File: config.mk
export PLATFORM = sky130hd
export DESIGN_NAME = arb_requester
export DESIGN_NICKNAME = d
export VERILOG_FILES = /design/src/rtl/arb_requester.sv
export SDC_FILE = /design/constraint.sdc
export NUM_CORES = 1
export LEC_CHECK = 0
export BUFFER_PORTS_ARGS = -buffer_cell sky130_fd_sc_hd__buf_4
export CORE_MARGIN = 8
export CORE_UTILIZATION = 58
export DETAILED_ROUTE_END_ITERATION = 16
export PLACE_DENSITY = 0.8
export RECOVER_POWER = 100
export SLEW_MARGIN = 20
export SYNTH_ARGS = -nofsm -noshare
export SYNTH_HDL_FRONTEND = slang
export SYNTH_SLANG_ARGS = --single-unit
File: constraint.sdc
create_clock -name clk -period 2.9 [get_ports clk]
set_clock_uncertainty 0.1 [all_clocks]
set_input_delay 0.435 -clock clk [delete_from_list [all_inputs] [get_ports clk]]
set_output_delay 0.435 -clock clk [all_outputs]
set_load 0.03 [all_outputs]
File: src/rtl/arb_requester.sv
// arb_requester: four independent job requesters that queue jobs, request an arbiter and run fixed-length transfers
// Ports:
//   clk, rst          single clock, synchronous active-high reset
//   job_push[3:0]     enqueue one job for port i
//   Grant[3:0]        arbiter grant, sampled only at the clock edge
//   Req[3:0]          registered request, high exactly while port i is in REQ
//   xfer_active[3:0]  port i is transferring
//   done[3:0]         one-cycle pulse on the last transfer cycle of port i
//   pending           per-port job count, port i at [i*CNT_W +: CNT_W]
//   overflow[3:0]     sticky: a push was dropped on a full port
//   starve[3:0]       sticky: port i waited TIMEOUT cycles ungranted
//   grant_err         sticky: multi-hot grant or grant to a non-requesting port
module arb_requester #(
    parameter int BEAT_LEN = 2,
    parameter int TIMEOUT  = 8,
    parameter int CNT_W    = 3
) (
    input  logic               clk,
    input  logic               rst,
    input  logic [3:0]         job_push,
    input  logic [3:0]         Grant,
    output logic [3:0]         Req,
    output logic [3:0]         xfer_active,
    output logic [3:0]         done,
    output logic [4*CNT_W-1:0] pending,
    output logic [3:0]         overflow,
    output logic [3:0]         starve,
    output logic               grant_err
);
    typedef enum logic [1:0] {IDLE, REQ, XFER, GAP} state_t;

    localparam logic [CNT_W-1:0] FULL = {CNT_W{1'b1}};
    localparam logic [3:0]       LAST = 4'(BEAT_LEN - 1);
    localparam logic [7:0]       TMO  = 8'(TIMEOUT);

    state_t           r_state [4];
    state_t           w_next  [4];
    logic [CNT_W-1:0] r_pend  [4];
    logic [CNT_W-1:0] w_pend  [4];
    logic [3:0]       r_beat  [4];
    logic [7:0]       r_wait  [4];
    logic [3:0]       r_ovf;
    logic [3:0]       r_starve;
    logic             r_gerr;
    logic [3:0]       w_dec;
    logic [3:0]       w_ovf;
    logic [3:0]       w_starve;
    logic             w_gerr;

    always_comb begin
        Req         = '0;
        xfer_active = '0;
        done        = '0;
        pending     = '0;
        w_dec       = '0;
        w_ovf       = '0;
        w_starve    = '0;
        for (int i = 0; i < 4; i++) begin
            w_next[i] = r_state[i];
            w_dec[i]  = r_state[i] == XFER && r_beat[i] == LAST;
            // a push coinciding with the completing job's decrement always fits
            w_ovf[i]  = job_push[i] && !w_dec[i] && r_pend[i] == FULL;
            w_pend[i] = (job_push[i] && !w_dec[i] && !w_ovf[i]) ? r_pend[i] + CNT_W'(1) :
                        (w_dec[i] && !job_push[i]) ? r_pend[i] - CNT_W'(1) : r_pend[i];
            w_starve[i] = r_state[i] == REQ && !Grant[i] && r_wait[i] == TMO - 8'd1;
            case (r_state[i])
                IDLE:    w_next[i] = (r_pend[i] != '0) ? REQ : IDLE;
                REQ:     w_next[i] = Grant[i] ? XFER : REQ;
                XFER:    w_next[i] = w_dec[i] ? GAP : XFER;
                default: w_next[i] = (r_pend[i] != '0) ? REQ : IDLE;
            endcase
            Req[i]         = r_state[i] == REQ;
            xfer_active[i] = r_state[i] == XFER;
            done[i]        = w_dec[i];
            pending[i*CNT_W +: CNT_W] = r_pend[i];
        end
    end

    // multi-hot check: clearing the lowest set bit leaves something behind
    assign w_gerr    = ((Grant & (Grant - 4'd1)) != 4'd0) || ((Grant & ~Req) != 4'd0);
    assign overflow  = r_ovf;
    assign starve    = r_starve;
    assign grant_err = r_gerr;

    always_ff @(posedge clk) begin
        if (rst) begin
            for (int i = 0; i < 4; i++) begin
                r_state[i] <= IDLE;
                r_pend[i]  <= '0;
                r_beat[i]  <= '0;
                r_wait[i]  <= '0;
            end
            r_ovf    <= '0;
            r_starve <= '0;
            r_gerr   <= 1'b0;
        end else begin
            for (int i = 0; i < 4; i++) begin
                r_state[i] <= w_next[i];
                r_pend[i]  <= w_pend[i];
                r_beat[i]  <= (r_state[i] == XFER && !w_dec[i]) ? r_beat[i] + 4'd1 : 4'd0;
                // zero outside REQ, so every REQ entry starts from a cleared count
                r_wait[i]  <= (r_state[i] == REQ && !Grant[i]) ?
                              ((r_wait[i] == TMO) ? TMO : r_wait[i] + 8'd1) : 8'd0;
            end
            r_ovf    <= r_ovf | w_ovf;
            r_starve <= r_starve | w_starve;
            r_gerr   <= r_gerr | w_gerr;
        end
    end
endmodule

# After elaboration in Yosys (flattened, before gate mapping)

Memory sizes are Yosys's and may differ from the RTL's.
Index checks and enable logic that the tools add are counted.

Logic and storage cells: 180
Input bits: 10
Output and inout bits: 33
Memories kept: 4
Bits in registers: 9
Bits in writable memories: 68

Memory list:

| name    | depth | bits a word | read ports | clocked after Yosys merged registers in | write ports | RTL line | RTL |
|---|---|---|---|---|---|---|---|
| r_wait  | 4     | 8           | 4          | 0                                       | 4           | 41       | `logic [7:0] r_wait [4];` |
| r_beat  | 4     | 4           | 4          | 0                                       | 4           | 40       | `logic [3:0] r_beat [4];` |
| r_pend  | 4     | 3           | 4          | 0                                       | 4           | 38       | `logic [CNT_W-1:0] r_pend [4];` |
| r_state | 4     | 2           | 4          | 0                                       | 4           | 36       | `state_t r_state [4];` |

Bitwise logic cells: 22
Equality and inequality tests: 24
Mux-type cells: 55
Reductions and logical operators: 55
$add $sub $neg: 17

Operator list:

| operator            | number |
|---|---|
| $mux 8              | 12 |
| $mux 3              | 12 |
| $add 8x1->8 const B | 4 |
| $eq 8x3->1 const B  | 4 |
| $eq 8x4->1 const B  | 4 |
| $logic_and 1x1->1   | 32 |
| $mux 4              | 8 |
| $or 1x1->1          | 17 |
| $add 4x1->4 const B | 4 |
| $eq 4x1->1 const B  | 4 |
| $logic_not 1->1     | 16 |
| $mux 2              | 8 |
| $pmux 2 s2          | 4 |
| $add 3x1->3 const B | 4 |
| $eq 3x3->1 const B  | 4 |
| $reduce_bool 3->1   | 4 |
| $sub 3x1->3 const B | 4 |
| $mux 1              | 11 |
| $and 4x4->4         | 2 |
| $eq 2x1->1 const B  | 4 |
| $eq 2x2->1 const B  | 4 |
| $or 4x4->4          | 2 |
| $reduce_bool 4->1   | 2 |
| $not 4->4           | 1 |
| other kinds (2)     | 2 |

# Longest topological paths before layout

Gate-level depths: netlist of the first run.

Word-level depth: 9
Mapped depth: 11

# Worst setup path before layout of the first run

OpenSTA, ideal clock, no wires.

Kind: register to register
Start: memory r_state[0][0] in the netlist's numbering
End: memory r_pend[0][2]
Required time: 2.673 ns
Data arrival time: 2.209 ns
Cell stages (with the launch flop): 11
Library setup time: 0.127 ns
Buffers on the path: 0
Path slack: 0.464 ns
Clock period less this slack: 2.436 ns
Cell sequence: dfxtp_1 > inv_1 > ha_1 > nand4bb_1 > inv_1 > nor3_1 > inv_1 > fa_1 > nor3_1 > o21ai_0 > nor3b_1

RTL lines:

| element            | RTL line |
|---|---|
| start: declaration | 36 |
| end: declaration   | 38 |

==> results.py, run 1 <==
metrics = {
    "grt": {
        "grt.overflow.total": 0,
        "tot_gr_track_use_pct": 16.1,
        "antenna_found_initial": 0,
        "grt_first_pass_wirelength_mm": 11.8,
        "grt_max_degree": 42,
        "first_global_vias": 2805,
    },
    "power": {
        "switchingPower_mw": 0.546,
        "clock_power_share_pct": 35.0,
        "ir_drop_mv": 0.342,
        "share_seq_of_total_power_pct": 52.9,
        "cellInternalPower_mw": 1.59,
        "switching_fraction_pct": 25.6,
        "p_per_area_mw_per_mm2": 533,
        "power_leakage_nw": 1.53,
        "combPwrFrac_pct": 12.1,
    },
    "placement": {
        "post-place-ws_ns": 0.550,
        "placement.io_buffers": 42,
        "gp_congestion": 0.798,
        "final_hpwl_from_detailed_placement_mm": 5.13,
    },
    "setup_path": {
        "critPathCaptureType": "register",
        "reg2reg_to": "r_pend[1][2]",
        "setup.worst_path.class": "register to register",
        "startpoint_type": "register",
        "setup.reg_to_reg.worst_slack_ns": 0.52,
        "crit_fanout": 7,
        "required_ns": 3.05,
        "crit_start": "r_state[1][0]",
        "rr_startpoint": "r_state[1][0]",
        "cp_data_arrival_time_ns": 2.53,
        "cells_on_worst_reg2reg_path": 9,
    },
    "sta": {
        "rsz_0062_raised_after_global_routing": "no",
        "finalHoldViolations": 0,
        "report.final.slew_viol_count": 0,
        "tightestPinTransition_ns": 0.436,
        "postLayoutSetupSlackWorst_ns": 0.517,
        "min_period_over_period_pct": 82.2,
        "finalSetupTns_ns": 0,
        "maximum_clock_frequency_ghz": 0.420,
        "fin_crit_ns": 2.38,
        "slew_headroom_pct": 71.0,
        "final-setup-viol-count": 0,
    },
    "cts": {
        "cts.reportedPaths.clkPinSlew_ns": 0.07,
        "cts_hold_buf": 0,
        "clk_root_buffer_cell": "sky130_fd_sc_hd__clkbuf_8",
        "postCtsResizedCells": 0,
        "cts_setup_buffers": 0,
        "clockBufferDepth": 2,
        "cts_tree": "yes",
        "worstSkewPairLatency_ns": 0.33,
        "cts_made_buffers": 9,
        "cts_max_level": 3,
        "clock_sink_count": 77,
    },
    "detailed_routing": {
        "first_pass_iters": 4,
        "drcViolationCount": 0,
        "ant_nets": 0,
        "finalWirelength_mm": 6.81,
        "wl_per_cell_um": 12.7,
        "detail_route.vias_per_cell": 5.33,
        "drtIter0Drc": 92,
        "vias": 2869,
    },
    "synthesis": {
        "yosys.area.top_type": "sky130_fd_sc_hd__dfxtp_1",
        "ys_ff_latch": 77,
        "syn_avg_cell_area_um2": 8.87,
        "synth_top_cell_area_share_pct": 42.2,
        "synth.net_count": 450,
        "synth.yosys.warnings": 0,
        "netlist_top_cells_area": "sky130_fd_sc_hd__dfxtp_1 (42%), sky130_fd_sc_hd__ha_1 (8.2%), sky130_fd_sc_hd__nor2_1 (7.6%), sky130_fd_sc_hd__xnor2_1 (4.1%), sky130_fd_sc_hd__inv_1 (4.0%)",
        "post_synth_inst_count": 412,
        "netlist_area_mm2": 0.00365,
        "synth.distinct_cells": 35,
        "ys_seq_area_share_pct": 42.2,
    },
    "finish": {
        "antennaDiodeCount": 0,
        "post_route_cells_drive_above_1_share_pct": 5.42,
        "mostFrequentLayoutCell": "sky130_fd_sc_hd__dfxtp_1",
        "commonest_non_fill_non_tap_cells_in_the_layout": "sky130_fd_sc_hd__dfxtp_1 (77), sky130_fd_sc_hd__nor2_1 (74), sky130_fd_sc_hd__inv_1 (39)",
        "areaGrowthSynthToFinish_pct": 9.62,
        "final_nets": 496,
    },
    "floorplanning": {
        "dieArea_mm2": 0.00910,
        "chipWidth_um": 95.4,
        "num_rows": 29,
        "dieHeight_um": 95.4,
        "floorplan.initialDensity_pct": 58.9,
        "core_mm2": 0.00620,
        "boundaryPins": 43,
    },
    "min_path": {
        "min-delay-start": "Grant[3]",
        "endpoint_of_the_worst_hold_timing_path": "r_state[3][1]",
        "min-delay-path-class": "input port to register",
        "worst_hold_path.num_cells": 3,
    },
    "run_status": {
        "outcome": "complete, no violations",
    },
    "run": {
        "maxCapViolations": 0,
    },
}
-- worst max-delay path: stages (launching register included) --
cell	delay [ns]
sky130_fd_sc_hd__dfxtp_1	0.35
sky130_fd_sc_hd__inv_1	0.05
sky130_fd_sc_hd__ha_1	0.23
sky130_fd_sc_hd__nand4bb_1	0.25
sky130_fd_sc_hd__and3_1	0.23
sky130_fd_sc_hd__inv_1	0.07
sky130_fd_sc_hd__fa_1	0.42
sky130_fd_sc_hd__nor3_1	0.29
sky130_fd_sc_hd__a211oi_1	0.09
sky130_fd_sc_hd__a211oi_1	0.22
-- routing by layer --
layer	part of all wire, %	global-route usage (%)
met5	0	0
met4	1.0	6.66
met3	3.8	4.02
met2	50	29.1
met1	45	17.6
-- metrics by stage --
stage / utilization (%) / hold WS, ns / total power, mW / instance area (um^2) / std cells
2_1_floorplan: - / 0.330 / 1.35 / 3650 / 412
3_3_place_gp: 64.8 / 0.341 / 1.43 / 4020 / 524
3_5_place_dp: 64.8 / 0.356 / 1.44 / 4020 / 524
4_1_cts: 67.7 / 0.298 / 2.19 / 4200 / 538
5_1_grt: 64.6 / 0.305 / 2.25 / 4010 / 538
6_report: 64.6 / 0.316 / 2.14 / 4010 / 538
-- logic make-up after synthesis --
family	count (synthesis)	synth area share, %
simple gates	185	26.7
fa+ha+maj	28	10.4
flops	77	42.2
xor+xnor	32	7.67
compound gates	44	7.70
buf+inv	46	5.34
-- worst max path at each step --
stage                              end  slack, ns
after floorplan           r_pend[0][2]       0.46
after global placement    r_pend[0][2]       0.70
after detailed placement  r_pend[0][2]       0.55
after CTS                 r_pend[0][2]       0.55
after global routing      r_pend[0][2]       0.29
final                     r_pend[1][2]       0.52
-- sequential cells by signal, indices dropped and copies added (netlist names) --
register and cells:
r_beat 16, grant_err 1, r_state 8, r_pend 12
r_wait 32, starve 4, overflow 4
-- cell type report --
cell class	count	area, um^2
clock inverters	2	35.0
multi-input cells	289	1850
fillers	561	2200
inverters	39	146
flip-flops and latches	77	1540
repair buffers	42	191
clock buffers	12	145
well taps	77	96.3
-- power groups by stage --
stage	clock (mW)	sequential (mW)	combinational, mW
global placement	0	1.15	0.279
CTS	0.775	1.13	0.287
detailed placement	0	1.15	0.286
floorplan	0	1.18	0.170
finish	0.748	1.13	0.258
global route	0.824	1.14	0.292
-- cell usage after synthesis --
| cell | n |
|---|---|
| sky130_fd_sc_hd__a211oi_1 | 13 |
| sky130_fd_sc_hd__a21o_1 | 1 |
| sky130_fd_sc_hd__a21oi_1 | 14 |
| sky130_fd_sc_hd__a221oi_1 | 1 |
| sky130_fd_sc_hd__a22oi_1 | 1 |
| sky130_fd_sc_hd__a31o_2 | 3 |
| sky130_fd_sc_hd__a31oi_1 | 1 |
| sky130_fd_sc_hd__and2_4 | 3 |
| sky130_fd_sc_hd__and3_1 | 10 |
| sky130_fd_sc_hd__buf_6 | 3 |
| sky130_fd_sc_hd__clkbuf_1 | 4 |
| sky130_fd_sc_hd__dfxtp_1 | 77 |
| sky130_fd_sc_hd__fa_1 | 4 |
| sky130_fd_sc_hd__ha_1 | 24 |
| sky130_fd_sc_hd__inv_1 | 39 |
| sky130_fd_sc_hd__nand2_1 | 19 |
| sky130_fd_sc_hd__nand2b_1 | 4 |
| sky130_fd_sc_hd__nand3_1 | 21 |
| sky130_fd_sc_hd__nand3b_1 | 8 |
| sky130_fd_sc_hd__nand4b_1 | 1 |
| sky130_fd_sc_hd__nand4bb_1 | 1 |
| sky130_fd_sc_hd__nand4bb_4 | 3 |
| sky130_fd_sc_hd__nor2_1 | 74 |
| sky130_fd_sc_hd__nor3_1 | 28 |
| sky130_fd_sc_hd__nor3_2 | 1 |
| sky130_fd_sc_hd__nor3b_1 | 1 |
| sky130_fd_sc_hd__nor4_1 | 4 |
| sky130_fd_sc_hd__nor4bb_1 | 1 |
| sky130_fd_sc_hd__o21ai_0 | 8 |
| sky130_fd_sc_hd__o2bb2ai_1 | 1 |
| sky130_fd_sc_hd__o32ai_1 | 1 |
| sky130_fd_sc_hd__or3_1 | 3 |
| sky130_fd_sc_hd__or4_4 | 3 |
| sky130_fd_sc_hd__xnor2_1 | 17 |
| sky130_fd_sc_hd__xor2_1 | 15 |
(Power assumes the default switching activity.)
==> run 2: changes to the inputs <==
==> constraint.sdc (replaced) <==
create_clock -name clk -period 2.2 [get_ports clk]
set_clock_uncertainty 0.1 [all_clocks]
set_input_delay 0.33 -clock clk [delete_from_list [all_inputs] [get_ports clk]]
set_output_delay 0.33 -clock clk [all_outputs]
set_load 0.03 [all_outputs]
==> run 2 against run 1 <==
Flip-flop and latch count unchanged; via count rose by 2.1%; sequential power is 32% higher; non-clock buffer count is 6 higher; wire length increased by 7.9%; largest power group unchanged; register-to-register slack got worse by 0.43 ns; global-route usage rose by 0.97 points; final cell count up 1.5%.
==> results.py, run 2 (same netlist as run 1, synthesis figures left out) <==
metrics = {
    "run_status": {
        "outcome": "complete, no violations",
    },
    "cts": {
        "cts.reportedPaths.clkPinSlew_ns": 0.08,
        "clockBufferDepth": 2,
        "cts_setup_buffers": 0,
        "postCtsResizedCells": 0,
        "cts_hold_buf": 0,
        "clock_sink_count": 77,
        "cts_max_level": 3,
        "cts_made_buffers": 9,
        "worstSkewPairLatency_ns": 0.34,
        "cts_tree": "yes",
        "clk_root_buffer_cell": "sky130_fd_sc_hd__clkbuf_8",
    },
    "grt": {
        "grt_first_pass_wirelength_mm": 12.4,
        "grt.overflow.total": 0,
        "first_global_vias": 2934,
        "grt_max_degree": 42,
        "tot_gr_track_use_pct": 17.1,
        "antenna_found_initial": 0,
    },
    "finish": {
        "post_route_cells_drive_above_1_share_pct": 15.6,
        "largest_registers_ranked_by_flip_flop_count": "r_wait: 32 flops, r_beat: 16 flops, r_pend: 12 flops",
        "largest_reg_flops": 32,
        "largest_register": "r_wait",
        "antennaDiodeCount": 0,
        "areaGrowthSynthToFinish_pct": 17.4,
        "commonest_non_fill_non_tap_cells_in_the_layout": "sky130_fd_sc_hd__dfxtp_1 (76), sky130_fd_sc_hd__nor2_1 (74), sky130_fd_sc_hd__inv_1 (38)",
        "area_taken_by_multi_input_logic_gates_mm2": 0.00197,
        "register_area_mm2": 0.00154,
        "mostFrequentLayoutCell": "sky130_fd_sc_hd__dfxtp_1",
        "final_nets": 502,
        "num-fill-cells": 521,
        "finalNonFillerCells": 546,
    },
    "power": {
        "share_seq_of_total_power_pct": 48.2,
        "p_per_area_mw_per_mm2": 721,
        "design_power_total_mw": 3.09,
        "combPwrFrac_pct": 12.6,
        "power_leakage_nw": 1.66,
        "cellInternalPower_mw": 2.29,
        "clock_power_share_pct": 39.2,
        "switchingPower_mw": 0.801,
        "switching_fraction_pct": 25.9,
        "ir_drop_mv": 0.634,
    },
    "setup_path": {
        "startpoint_type": "register",
        "crit_fanout": 4,
        "required_ns": 2.32,
        "cp_data_arrival_time_ns": 2.23,
        "reg2reg_to": "r_pend[0][2]",
        "setup.worst_path.class": "register to register",
        "critPathCaptureType": "register",
        "setup.reg_to_reg.worst_slack_ns": 0.09,
        "cells_on_worst_reg2reg_path": 10,
        "rr_startpoint": "r_state[0][0]",
    },
    "sta": {
        "tightestPinTransition_ns": 0.464,
        "slew_headroom_pct": 69.1,
        "min_period_over_period_pct": 96.0,
        "finalHoldViolations": 0,
        "maximum_clock_frequency_ghz": 0.473,
        "fin_crit_ns": 2.11,
        "report.final.slew_viol_count": 0,
        "rsz_0062_raised_after_global_routing": "yes",
        "finalSetupTns_ns": 0,
        "final-setup-viol-count": 0,
    },
    "floorplanning": {
        "boundaryPins": 43,
        "dieHeight_um": 95.4,
        "floorplan.initialDensity_pct": 58.9,
        "chipWidth_um": 95.4,
        "dieArea_mm2": 0.00910,
        "num_rows": 29,
        "core_mm2": 0.00620,
    },
    "detailed_routing": {
        "first_pass_iters": 4,
        "detail_route.vias_per_cell": 5.36,
        "ant_nets": 0,
        "vias": 2928,
        "drcViolationCount": 0,
        "drtIter0Drc": 103,
        "finalWirelength_mm": 7.36,
        "wl_per_cell_um": 13.5,
    },
    "placement": {
        "placedCellCount": 530,
        "placement.io_buffers": 42,
        "gp_congestion": 0.810,
        "final_hpwl_from_detailed_placement_mm": 5.26,
    },
    "min_path": {
        "endpoint_of_the_worst_hold_timing_path": "r_state[2][1]",
        "min-delay-path-class": "input port to register",
        "worst_hold_path.num_cells": 3,
        "min-delay-start": "Grant[2]",
    },
    "run": {
        "maxCapViolations": 0,
    },
}
## run 2: layout make-up
class                   count  area share (%)
well taps                  77            2.25
clock buffers              11            3.53
clock inverters             5            1.90
inverters                  39            3.41
flip-flops and latches     77            36.0
repair buffers             48            7.00
multi-input cells         289            45.9
## run 2: per-stage QoR
stage / hold WS, ns / utilization (%) / worst slack, ns / area, um^2
floorplan: 0.330 / - / 0.0134 / 3680
global placement: 0.344 / 65.8 / 0.149 / 4090
detailed placement: 0.348 / 65.8 / 0.0342 / 4090
CTS: 0.192 / 69.6 / 0.0235 / 4320
global route: 0.194 / 69.1 / -0.0444 / 4290
finish: 0.213 / 69.1 / 0.0877 / 4290
## run 2: critical path: stages, from the launching register on
cell	delay, ns
sky130_fd_sc_hd__dfxtp_1	0.35
sky130_fd_sc_hd__inv_1	0.08
sky130_fd_sc_hd__ha_4	0.17
sky130_fd_sc_hd__nand4bb_1	0.13
sky130_fd_sc_hd__inv_2	0.07
sky130_fd_sc_hd__nor3_2	0.17
sky130_fd_sc_hd__inv_1	0.09
sky130_fd_sc_hd__fa_2	0.36
sky130_fd_sc_hd__nor3_2	0.19
sky130_fd_sc_hd__o21ai_0	0.11
sky130_fd_sc_hd__nor3b_2	0.16
## run 2: worst max-delay path by stage
| stage | start | endpoint | cells past startpoint |
|---|---|---|---|
| 2_1_floorplan | r_state[2][0] | r_pend[2][2] | 9 |
| 3_3_place_gp | r_state[1][0] | r_pend[1][2] | 9 |
| 3_5_place_dp | r_beat[0][1] | r_pend[0][2] | 10 |
| 4_1_cts | r_beat[0][1] | r_pend[0][2] | 10 |
| 5_1_grt | r_state[0][0] | r_pend[0][2] | 10 |
| 6_report | r_state[0][0] | r_pend[0][2] | 10 |
## run 2: power by group through the flow
stage	Combinational [mW]	Sequential (mW)	Clock, mW
3_3_place_gp	0.376	1.52	0
6_report	0.390	1.49	1.21
2_1_floorplan	0.229	1.55	0
4_1_cts	0.392	1.49	1.25
3_5_place_dp	0.387	1.52	0
5_1_grt	0.430	1.50	1.30
## run 2: routing by layer
layer	global-route usage [%]	share of wire, %	up-vias
li1	-	-	1490
met1	18.1	43	1369
met2	30.8	50	60
met3	5.98	5.5	9
met4	5.76	1.3	0
met5	0	0	-
